<file path="src/rtl/player_pkg.sv">
// Shared types and default constants for the player motion block.
// Heights are signed with 0 at ground level and negative values above it.
package player_pkg;

    typedef enum logic [1:0] {
        GROUNDED = 2'd0,
        RISING   = 2'd1,
        FALLING  = 2'd2,
        FASTDROP = 2'd3
    } player_state_t;

    localparam int PLAYER_POS_W = 6;
    localparam int PLAYER_VEL_W = 4;
    localparam int JUMP_VEL     = -7;
    localparam int GRAVITY      = 1;
    localparam int FASTDROP_VEL = 6;

    // Bit positions within the two-phase game_tick bus.
    localparam int TICK_VEL = 0;
    localparam int TICK_POS = 1;

    function automatic bit fits_signed(input int value, input int width);
        return (value >= -(2 ** (width - 1))) && (value <= (2 ** (width - 1)) - 1);
    endfunction

endpackage

</file>
<file path="src/rtl/player_motion_fsm_sat_add.sv">
// Signed adder whose result is clamped to [MIN_VAL, MAX_VAL] instead of wrapping.
// Purely combinational; the sum is formed one bit wider so overflow is never lost.
module sat_add_signed #(
    parameter int W       = 4,
    parameter int MIN_VAL = -(2 ** (W - 1)),
    parameter int MAX_VAL = (2 ** (W - 1)) - 1
) (
    input  logic signed [W-1:0] a_i,
    input  logic signed [W-1:0] b_i,
    output logic signed [W-1:0] sum_o
);

    localparam logic signed [W:0] MIN_X = (W + 1)'(MIN_VAL);
    localparam logic signed [W:0] MAX_X = (W + 1)'(MAX_VAL);

    logic signed [W:0] wide;

    assign wide = {a_i[W-1], a_i} + {b_i[W-1], b_i};

    always_comb begin
        if (wide > MAX_X) begin
            sum_o = MAX_X[W-1:0];
        end else if (wide < MIN_X) begin
            sum_o = MIN_X[W-1:0];
        end else begin
            sum_o = wide[W-1:0];
        end
    end

endmodule

</file>
<file path="src/rtl/player_motion_fsm.sv">
// Player vertical physics: jump FSM, saturated velocity, ceiling clamp, jump buffering.
// State advances only on game ticks; a tick with both phases set runs only the velocity phase.
module player_motion_fsm #(
    parameter int POS_W          = player_pkg::PLAYER_POS_W,
    parameter int VEL_W          = player_pkg::PLAYER_VEL_W,
    parameter int JUMP_VEL       = player_pkg::JUMP_VEL,
    parameter int GRAVITY        = player_pkg::GRAVITY,
    parameter int FASTDROP_VEL   = player_pkg::FASTDROP_VEL,
    parameter int MAX_FALL_VEL   = 6,
    parameter int JUMP_CUT_VEL   = -2,
    parameter int MIN_POS        = -31,
    parameter int JUMP_BUF_TICKS = 3
) (
    input  logic                    clk,
    input  logic                    reset,
    input  logic [1:0]              game_tick,
    input  logic                    jump_req,
    input  logic                    jump_held,
    input  logic                    button_down,
    output logic signed [POS_W-1:0] position,
    output logic signed [VEL_W-1:0] velocity,
    output logic [1:0]              state,
    output logic                    airborne,
    output logic                    ducking,
    output logic                    land_pulse
);

    import player_pkg::*;

    localparam bit PARAMS_OK = fits_signed(JUMP_VEL, VEL_W) && fits_signed(GRAVITY, VEL_W)
                            && fits_signed(FASTDROP_VEL, VEL_W) && fits_signed(MAX_FALL_VEL, VEL_W)
                            && fits_signed(JUMP_CUT_VEL, VEL_W) && fits_signed(MIN_POS, POS_W)
                            && (MIN_POS <= 0) && (POS_W >= VEL_W) && (JUMP_BUF_TICKS >= 1);

    if (!PARAMS_OK) begin : g_param_check
        $error("player_motion_fsm: a constant does not fit its POS_W/VEL_W width");
    end

    localparam int BUF_W = (JUMP_BUF_TICKS < 2) ? 1 : $clog2(JUMP_BUF_TICKS + 1);

    localparam logic signed [VEL_W-1:0] JUMP_V     = VEL_W'(JUMP_VEL);
    localparam logic signed [VEL_W-1:0] GRAV_V     = VEL_W'(GRAVITY);
    localparam logic signed [VEL_W-1:0] FASTDROP_V = VEL_W'(FASTDROP_VEL);
    localparam logic signed [VEL_W-1:0] CUT_V      = VEL_W'(JUMP_CUT_VEL);
    localparam logic signed [POS_W-1:0] MIN_P      = POS_W'(MIN_POS);
    localparam logic signed [POS_W:0]   MIN_PX     = (POS_W + 1)'(MIN_POS);
    localparam logic [BUF_W-1:0]        BUF_LOAD   = BUF_W'(JUMP_BUF_TICKS);

    logic signed [POS_W-1:0] pos_q, pos_d;
    logic signed [VEL_W-1:0] vel_q, vel_d;
    player_state_t           state_q, state_d;
    logic [BUF_W-1:0]        buf_q, buf_d;
    logic                    duck_q, duck_d;
    logic                    land_q, land_d;

    logic signed [VEL_W-1:0] vel_grav;
    logic signed [VEL_W-1:0] rise_vel;
    logic signed [POS_W:0]   pos_sum;
    logic                    pending;
    logic                    jump_take;

    sat_add_signed #(
        .W       (VEL_W),
        .MIN_VAL (-(2 ** (VEL_W - 1))),
        .MAX_VAL (MAX_FALL_VEL)
    ) u_vel_add (
        .a_i   (vel_q),
        .b_i   (GRAV_V),
        .sum_o (vel_grav)
    );

    // Position path is deliberately unsaturated: the extra bit lets landing and ceiling be detected.
    assign pos_sum  = {pos_q[POS_W-1], pos_q} + {{(POS_W + 1 - VEL_W){vel_q[VEL_W-1]}}, vel_q};
    assign pending  = (buf_q != '0);
    assign rise_vel = (!jump_held && (vel_q < CUT_V)) ? CUT_V : vel_grav;

    always_comb begin
        pos_d     = pos_q;
        vel_d     = vel_q;
        state_d   = state_q;
        buf_d     = buf_q;
        duck_d    = duck_q;
        land_d    = 1'b0;
        jump_take = 1'b0;

        if (game_tick[TICK_VEL]) begin
            duck_d = (state_q == GROUNDED) && button_down;
            case (state_q)
                GROUNDED: begin
                    if (pending && !button_down) begin
                        vel_d     = JUMP_V;
                        state_d   = RISING;
                        jump_take = 1'b1;
                    end else begin
                        vel_d = '0;
                    end
                end
                RISING: begin
                    if (button_down) begin
                        vel_d   = FASTDROP_V;
                        state_d = FASTDROP;
                    end else begin
                        vel_d = rise_vel;
                        if (!rise_vel[VEL_W-1]) begin
                            state_d = FALLING;
                        end
                    end
                end
                FALLING: begin
                    if (button_down) begin
                        vel_d   = FASTDROP_V;
                        state_d = FASTDROP;
                    end else begin
                        vel_d = vel_grav;
                    end
                end
                FASTDROP: begin
                    vel_d = FASTDROP_V;
                    if (!button_down) begin
                        state_d = FALLING;
                    end
                end
                default: begin
                    state_d = GROUNDED;
                end
            endcase
        end else if (game_tick[TICK_POS]) begin
            if (pending) begin
                buf_d = buf_q - BUF_W'(1);
            end
            if (state_q != GROUNDED) begin
                if (!pos_sum[POS_W]) begin
                    pos_d   = '0;
                    vel_d   = '0;
                    state_d = GROUNDED;
                    land_d  = 1'b1;
                end else if (pos_sum < MIN_PX) begin
                    pos_d   = MIN_P;
                    vel_d   = '0;
                    state_d = FALLING;
                end else begin
                    pos_d = pos_sum[POS_W-1:0];
                end
            end
        end

        // A fresh request outranks both the clear-on-take and the tick decrement.
        if (jump_req) begin
            buf_d = BUF_LOAD;
        end else if (jump_take) begin
            buf_d = '0;
        end
    end

    always_ff @(posedge clk) begin
        if (reset) begin
            pos_q   <= '0;
            vel_q   <= '0;
            state_q <= GROUNDED;
            buf_q   <= '0;
            duck_q  <= 1'b0;
            land_q  <= 1'b0;
        end else begin
            pos_q   <= pos_d;
            vel_q   <= vel_d;
            state_q <= state_d;
            buf_q   <= buf_d;
            duck_q  <= duck_d;
            land_q  <= land_d;
        end
    end

    assign position   = pos_q;
    assign velocity   = vel_q;
    assign state      = state_q;
    assign airborne   = (state_q != GROUNDED);
    assign ducking    = duck_q;
    assign land_pulse = land_q;

endmodule

</file>
<file path="config.mk">
export PLATFORM = sky130hd
export DESIGN_NAME = player_motion_fsm
export DESIGN_NICKNAME = d
export VERILOG_FILES = /design/src/rtl/player_pkg.sv /design/src/rtl/player_motion_fsm_sat_add.sv /design/src/rtl/player_motion_fsm.sv
export SDC_FILE = /design/constraint.sdc
export NUM_CORES = 1
export LEC_CHECK = 0
export CAP_MARGIN = 25
export CORE_MARGIN = 2
export CORE_UTILIZATION = 35
export CTS_CLUSTER_SIZE = 12
export DETAILED_ROUTE_END_ITERATION = 7
export PLACE_DENSITY_LB_ADDON = 0.12
export SLEW_MARGIN = 20
export SYNTH_ARGS = -nofsm -noshare
export SYNTH_HDL_FRONTEND = slang
export SYNTH_SLANG_ARGS = --single-unit
</file>
<file path="constraint.sdc">
create_clock -name clk -period 2.25 [get_ports clk]
set_input_delay 0.225 -clock clk [delete_from_list [all_inputs] [get_ports clk]]
set_output_delay 0.225 -clock clk [all_outputs]
set_load 0.03 [all_outputs]
</file>
==> flow_summary_export.csv, run 1 <==
group,metric,value,unit
setup_path,ff2ff_setup_slack,130,ps
final_layout,diodes,0,
floorplanning,row_count,21,
floorplanning,die_height,63.1,um
drt,wire_per_inst,14.7,um
grt,grt_antenna_before_repair,0,
clock_tree,numCtsBuffers,3,
yosys,ys.flop_type,"dfxtp_1",
yosys,syn_area,1220,um^2
yosys,ys_types,48,
setup_path,crit_start,"position[0]",
floorplanning,ioPinCount,22,
yosys,synth_compound_area_share,29.5,%
drt,drt_pass1_iterations,4,
run,drv_cap,0,
placement,hpwl,2.54,mm
clock_tree,h-tree-depth,1,
outcome,status,"finished clean",
sta,finalHoldViolCount,0,
power_and_ir_drop,p_per_area,501,nW/um^2
setup_path,cp.arrival,2310,ps
drt,ant_nets,0,
grt,grt_pass1_vias,1227,
floorplanning,initial_utilization,36.6,%
setup_path,crit_path_max_fanout,5,
min_path,hold_depth,2,
sta,layout_min_cycle_time,2120,ps
sta,skew,1.43,ps
placement,io_buffers,21,
grt,grt_usage,17.4,%
yosys,synth-simple-area-share,25.8,%
yosys,synthAdderAreaFrac,10.8,%
floorplanning,die-area,3980,um^2
final_layout,syn_to_final_growth,32.0,%
setup_path,critPathCapture,"state[1]",
sta,holdWs,464,ps
yosys,synth_edf_count,0,
yosys,syn_avg_cell_area,7.74,um^2
drt,drt_iter0_drc,94,
yosys,synth_top_family_by_area,"compound AO/OA/AOI/OAI gates",
yosys,synth-seq-area-share,26.2,%
sta,fmax,0.472,GHz
final_layout,drive_gt1_share,13.9,%
yosys,synth_mux_area_share,0.819,%
drt,wl,3.43,mm
clock_tree,cts_root_buf,"clkbuf_4",
clock_tree,hold_buffers,0,
yosys,async_reset_ff_share,0,%
sta,fin_crit_sh,94.3,%
clock_tree,clock_latency,290,ps
clock_tree,cts_tree,"done",
clock_tree,ctsLongestPathBuffers,2,
sta,finalMaxSlewViolations,0,
final_layout,final_common_cell,"clkdlybuf4s50_1",
sta,rsz0062_at_grt,"false",
yosys,yosysWarningCount,0,
clock_tree,clk_pin_slew,90,ps
drt,routed-via-count,1314,
floorplanning,die_x,63.1,um
sta,setup-violations-final,0,
setup_path,worstSetupPathType,"flop to flop",
yosys,synth-seq-cells,16,
yosys,synth-xor-area-share,1.43,%
grt,grt_pass1_wl,5.60,mm
setup_path,crit_required,2440,ps
grt,grt_overflow_total,0,
final_layout,fillers,333,
clock_tree,postCtsSetupBuffers,0,
sta,slew_headroom,67.9,%
clock_tree,cts_sinks,16,
sta,tightestPinTransition,479,ps
yosys,syn_nets,175,
setup_path,r2r-start,"position[0]",
placement,placed_cell_area,1530,um^2
drt,route.detailed.drc,0,
placement,gp_congestion,0.943,
final_layout,nets,205,
sta,setup_tns,0,ps
setup_path,reg2reg_depth,7,
final_layout,final_area,1610,um^2
setup_path,start_kind,"flop",
final_layout,final_cell_mix,"21 x clkdlybuf4s50_1, 18 x nand2_1, 17 x nor2_1",
yosys,synthCells,158,
floorplanning,coreArea,3340,um^2
grt,grt_max_degree,16,
power_and_ir_drop,p_leak,0.618,nW
min_path,hold_class,"flop to flop",
drt,vias_per_cell,5.64,
power_and_ir_drop,ir_worst_vdd,0.000216,V
setup_path,timing.rr.end,"state[1]",
final_layout,final_core_util,48.4,%
setup_path,cp-end-kind,"flop",
==> power breakdown <==
| part | internal, mW | leakage (nW) | switching [mW] |
|---|---|---|---|
| clock | 0.0987 | 0.0210 | 0.0935 |
| sequential | 0.300 | 0.131 | 0.0229 |
| combinational | 0.128 | 0.466 | 0.167 |
| total | 0.526 | 0.618 | 0.283 |
==> metal layers <==
layer / vias up / global-route usage [%] / wire, um
li1: 653 / - / -
met4: 0 / 5.83 / 46
met1: 619 / 22.7 / 1550
met3: 5 / 2.14 / 165
met5: - / 0 / 0
met2: 37 / 29.7 / 1670
==> critical path, stage by stage, from the launching register on <==
cell and delay [ps]:
dfxtp_2 340, ha_2 210, fa_2 360, a211oi_2 260, o21a_1 220, o221ai_4 150, and4_1 220, a211o_1 260
==> cells in the mapped netlist, drive strengths merged, types with 2 or more instances <==
cell type | instances | area share, %
nand2 | 18 | 5.5
nor2 | 18 | 5.7
dfxtp | 16 | 26
a21oi | 12 | 4.9
inv | 10 | 3.1
ha | 9 | 9.2
nand3 | 6 | 2.5
o21ai | 6 | 2.5
a31oi | 4 | 2.0
buf | 4 | 2.0
nor2b | 4 | 2.0
o31ai | 4 | 2.9
a211oi | 3 | 2.3
nand2b | 3 | 1.5
nor3 | 3 | 1.2
nor4 | 3 | 1.5
a31o | 2 | 1.4
and3 | 2 | 1.0
nor3b | 2 | 1.2
o2111ai | 2 | 1.4
o211ai | 2 | 1.2
o21a | 2 | 1.2
o221ai | 2 | 1.4
o22ai | 2 | 1.0
==> what timing repair did <==
| action | in CTS | in global routing |
|---|---|---|
| gates resized for setup | 2 | 3 |
| gates cloned | 0 | 1 |
| endpoints found under the setup margin | 7 | 10 |
| pin swaps | 0 | 5 |
==> how the worst min path moves through the flow <==
stage	start	end	slack, ps
2_1_floorplan	jump_req	buf_q[0]	350
3_3_place_gp	ducking	ducking	440
3_5_place_dp	ducking	ducking	460
4_1_cts	ducking	ducking	470
5_1_grt	ducking	ducking	500
6_report	ducking	ducking	460
==> per-stage QoR <==
step                setup slack (ps)  power (mW)  cells
floorplan                       35.8       0.513    158
finish                           129       0.809    233
detailed placement             -13.6       0.609    228
global route                    8.15       0.860    233
CTS                             42.7       0.806    232
global placement                45.1       0.605    228
==> registers in the layout, indices dropped and copies added (netlist names) <==
name        cells
land_pulse      1
velocity        4
state           2
position        6
buf_q           2
ducking         1
==> kinds of logic after synthesis <==
family	Yosys count
AND/OR/NAND/NOR	64
AO/OA/AOI/OAI	50
flip-flops	16
buffers and inverters	15
adder cells (fa/ha/maj)	10
XOR/XNOR	2
multiplexers	1
==> layout make-up <==
| type | count | area [um^2] | share of cell area (%) |
|---|---|---|---|
| Sequential cell | 16 | 323 | 20.0 |
| Tap cell | 46 | 57.6 | 3.57 |
| Timing Repair Buffer | 29 | 270 | 16.7 |
| Multi-Input combinational cell | 128 | 890 | 55.1 |
| Clock buffer | 4 | 36.3 | 2.25 |
| Inverter | 10 | 37.5 | 2.33 |
No activity file was read; power rests on OpenSTA's default activity.
==> inputs of run 2 (changes only) <==
Settings changed: CTS_BUF_LIST from default to sky130_fd_sc_hd__clkbuf_2, CTS_CLUSTER_DIAMETER from default to 50.
==> flow_summary_export.csv, run 2 (synthesized netlist as in run 1, its figures left out) <==
group,metric,value,unit
clock_tree,cts_sinks,16,
floorplanning,ioPinCount,22,
clock_tree,ctsLongestPathBuffers,2,
final_layout,fillers,333,
min_path,hold_class,"flop to flop",
placement,io_buffers,21,
sta,holdWs,475,ps
sta,slew_headroom,65.9,%
drt,routed-via-count,1293,
sta,skew,2.36,ps
drt,ant_nets,0,
final_layout,nets,205,
sta,tightestPinTransition,509,ps
sta,setup-violations-final,0,
grt,grt_max_degree,16,
setup_path,crit_path_max_fanout,5,
floorplanning,coreArea,3340,um^2
min_path,holdCritStartpoint,"ducking",
final_layout,largest_reg_flops,6,
placement,hpwl,2.54,mm
power_and_ir_drop,p_per_area,468,nW/um^2
drt,wire_per_inst,14.5,um
outcome,status,"finished clean",
grt,grt_pass1_wl,5.60,mm
floorplanning,die_x,63.1,um
setup_path,cp.arrival,2340,ps
floorplanning,row_count,21,
sta,layout_min_cycle_time,2140,ps
clock_tree,cts_tree,"done",
clock_tree,postCtsSetupBuffers,0,
setup_path,crit_start,"position[0]",
run,drv_cap,0,
grt,grt_usage,17.3,%
final_layout,drive_gt1_share,13.4,%
clock_tree,clk_pin_slew,150,ps
grt,grt_antenna_before_repair,0,
setup_path,worstSetupPathType,"flop to flop",
sta,finalHoldViolCount,0,
power_and_ir_drop,p_leak,0.610,nW
final_layout,final_cell_mix,"21 x clkdlybuf4s50_1, 18 x nand2_1, 17 x nor2_1",
sta,rsz0062_at_grt,"false",
sta,fin_crit_sh,95.0,%
final_layout,syn_to_final_growth,29.7,%
sta,finalMaxSlewViolations,0,
drt,wl,3.39,mm
setup_path,r2r-start,"position[0]",
grt,grt_pass1_vias,1226,
clock_tree,numCtsBuffers,3,
floorplanning,die_height,63.1,um
setup_path,cp-end-kind,"flop",
clock_tree,hold_buffers,0,
floorplanning,initial_utilization,36.6,%
sta,fin_ws,114,ps
final_layout,regArea,323,um^2
drt,vias_per_cell,5.55,
clock_tree,clock_latency,290,ps
floorplanning,die-area,3980,um^2
drt,drt_pass1_iterations,4,
clock_tree,cts_root_buf,"clkbuf_2",
drt,route.detailed.drc,0,
sta,fmax,0.468,GHz
grt,grt_overflow_total,0,
setup_path,start_kind,"flop",
setup_path,crit_required,2450,ps
final_layout,final_common_cell,"clkdlybuf4s50_1",
placement,dp.cells,228,
clock_tree,h-tree-depth,1,
final_layout,stdcell_count,233,
final_layout,diodes,0,
drt,drt_iter0_drc,85,
final_layout,multi_input_area,878,um^2
placement,place_ws,-13.6,ps
power_and_ir_drop,ir_worst_vdd,0.000213,V
placement,gp_congestion,0.943,
run 2: changes by cell type in the layout (fill, tap and decap cells not counted), sizes merged:
cell and delta:
clkbuf -1, clkinv +1
run 2: cell type report:
type / count / area share [%]
inverters: 10 / 2.37
clock inverters: 1 / 0.237
multi-input cells: 128 / 55.4
flip-flops and latches: 16 / 20.4
repair buffers: 29 / 17.0
clock buffers: 3 / 0.947
well taps: 46 / 3.63
run 2: worst max-delay path: stages, from the launching register on:
cell	delay [ps]
dfxtp_2	360
ha_2	200
fa_2	360
a211oi_2	260
o211ai_1	250
o2bb2ai_4	280
nand2_1	80
a211o_1	260
run 2: path summary, 6_finish.rpt:
path | end | slack [ps] | depth (start not counted)
max | state[1] | 110 | 7
min | ducking | 470 | 2
max reg2reg | state[1] | 110 | 7
min reg2reg | ducking | 470 | 2
run 2: per-layer routing:
| layer | track usage [%] | wire, um | vias to the layer above |
|---|---|---|---|
| li1 | - | - | 650 |
| met3 | 2.14 | 101 | 5 |
| met1 | 22.7 | 1600 | 611 |
| met4 | 5.00 | 46 | 0 |
| met5 | 0 | 0 | - |
| met2 | 29.7 | 1640 | 27 |
run 2: per-stage QoR:
| step | TNS, ps | cell area [um^2] | utilization (%) | power (mW) |
|---|---|---|---|---|
| 2_1_floorplan | 0 | 1230 | - | 0.513 |
| 3_3_place_gp | 0 | 1530 | 45.7 | 0.605 |
| 3_5_place_dp | -28.5 | 1530 | 45.7 | 0.609 |
| 4_1_cts | 0 | 1560 | 46.9 | 0.745 |
| 5_1_grt | 0 | 1590 | 47.5 | 0.789 |
| 6_report | 0 | 1590 | 47.5 | 0.742 |
run 2: timing repair:
action | CTS | global route
endpoints found under the setup margin | 7 | 10
pin swaps | 0 | 5
gates resized for setup | 2 | 2
gates cloned | 0 | 1
run 2: report_power, final:
group          internal, mW  switching, mW
clock                0.0386         0.0919
sequential            0.300         0.0231
combinational         0.123          0.165
==> inputs of run 3 (changes only) <==
Settings changed: CTS_BUF_LIST sky130_fd_sc_hd__clkbuf_2 to sky130_fd_sc_hd__clkbuf_4, CTS_CLUSTER_SIZE 12 to default.
==> flow_summary_export.csv, run 3 (synthesized netlist as in run 1, its figures left out) <==
group,metric,value,unit
outcome,status,"finished clean",
final_layout,fillers,332,
floorplanning,die_x,63.1,um
setup_path,cp.arrival,2320,ps
placement,gp_congestion,0.943,
final_layout,final_common_cell,"clkdlybuf4s50_1",
clock_tree,cts_tree,"done",
floorplanning,coreArea,3340,um^2
final_layout,drive_gt1_share,13.4,%
setup_path,start_kind,"flop",
grt,grt_pass1_wl,5.60,mm
drt,routed-via-count,1295,
run,drv_cap,0,
sta,skew,1.86,ps
final_layout,final_core_util,47.7,%
floorplanning,die_height,63.1,um
clock_tree,ctsLongestPathBuffers,2,
clock_tree,h-tree-depth,1,
power_and_ir_drop,power,0.769,mW
clock_tree,clock_latency,290,ps
drt,route.detailed.drc,0,
grt,grt_overflow_total,0,
placement,hpwl,2.54,mm
sta,fin_ws,121,ps
drt,drt_pass1_iterations,4,
setup_path,r2r-start,"position[0]",
final_layout,largest_reg_flops,6,
setup_path,crit_path_max_fanout,5,
sta,setup-violations-final,0,
setup_path,crit_start,"position[0]",
sta,rsz0062_at_grt,"false",
setup_path,critical_path.slowest_cell,"fa_2",
final_layout,syn_to_final_growth,30.3,%
clock_tree,clk_pin_slew,90,ps
power_and_ir_drop,ir_worst_vdd,0.000214,V
sta,setup_tns,0,ps
placement,dp.cells,228,
power_and_ir_drop,p_per_area,483,nW/um^2
floorplanning,die-area,3980,um^2
sta,tightestPinTransition,506,ps
sta,slew_headroom,66.1,%
drt,vias_per_cell,5.56,
grt,grt_antenna_before_repair,0,
min_path,hold_class,"flop to flop",
sta,fmax,0.470,GHz
drt,ant_nets,0,
setup_path,max_stage_delay,360,ps
power_and_ir_drop,p_leak,0.611,nW
final_layout,diodes,0,
drt,drt_iter0_drc,82,
clock_tree,cts_sinks,16,
floorplanning,row_count,21,
final_layout,nets,205,
drt,wire_per_inst,14.6,um
setup_path,crit_path_cell_trace,"ha_2, fa_2, a211oi_2, o211ai_1, o2bb2ai_4, nand2_1, a211o_1",
placement,place_ws,-13.6,ps
setup_path,cp-end-kind,"flop",
clock_tree,numCtsBuffers,3,
setup_path,crit_required,2440,ps
grt,grt_max_degree,16,
sta,finalHoldViolCount,0,
clock_tree,hold_buffers,0,
final_layout,stdcell_count,233,
sta,finalMaxSlewViolations,0,
floorplanning,initial_utilization,36.6,%
clock_tree,cts_root_buf,"clkbuf_4",
min_path,holdCritStartpoint,"ducking",
drt,wl,3.40,mm
setup_path,worstSetupPathType,"flop to flop",
sta,layout_min_cycle_time,2130,ps
floorplanning,ioPinCount,22,
placement,io_buffers,21,
final_layout,final_cell_mix,"21 x clkdlybuf4s50_1, 18 x nand2_1, 17 x nor2_1",
sta,fin_crit_sh,94.6,%
grt,grt_usage,17.3,%
grt,grt_pass1_vias,1226,
-- run 3: changes by cell type in the layout (fill, tap and decap cells not counted) --
cell	before	now
clkbuf_4	0	3
clkbuf_2	3	0
-- run 3: worst paths after layout --
path,endpoint,slack (ps),depth (start not counted)
setup reg to reg,state[1],120,7
hold reg to reg,ducking,470,2
hold / removal,ducking,470,2
setup / recovery,state[1],120,7
-- run 3: cell type report --
cell class	count	area, um^2	share of cell area, %
well taps	46	57.6	3.61
multi-input cells	128	878	55.1
flip-flops and latches	16	323	20.3
inverters	10	37.5	2.36
clock buffers	3	22.5	1.41
repair buffers	29	270	17.0
clock inverters	1	3.75	0.236
-- run 3: critical path: cells and delay by family, from the launching register on --
family,cells,cell delay [ps]
simple gates,1,80
fa+ha+maj,2,560
compound gates,4,1050
flops,1,340
-- run 3: through the flow --
stage,hold slack [ps],cell area (um^2)
finish,468,1590
floorplan,345,1230
global route,498,1590
CTS,469,1570
detailed placement,456,1530
global placement,443,1530
-- run 3: timing repair --
| item | in CTS | in global routing |
|---|---|---|
| hold endpoints to repair | 0 | 0 |
| pin swaps | 0 | 5 |
| gates cloned | 0 | 1 |
| setup buffers | 0 | 0 |
| endpoints found under the setup margin | 7 | 10 |
| resized for setup | 2 | 2 |
-- run 3: per-layer routing --
metal | vias to the layer above | part of all wire [%] | track usage (%)
met4 | 0 | 1.3 | 5.00
met2 | 35 | 49 | 29.7
li1 | 648 | - | -
met3 | 4 | 3.6 | 2.14
met5 | - | 0 | 0
met1 | 608 | 46 | 22.7
-- run 3: where the power goes --
group / switching, mW / internal, mW / total [mW]
Combinational: 0.165 / 0.123 / 0.288
Sequential: 0.0231 / 0.300 / 0.323
Clock: 0.0934 / 0.0646 / 0.158
Total: 0.281 / 0.488 / 0.769
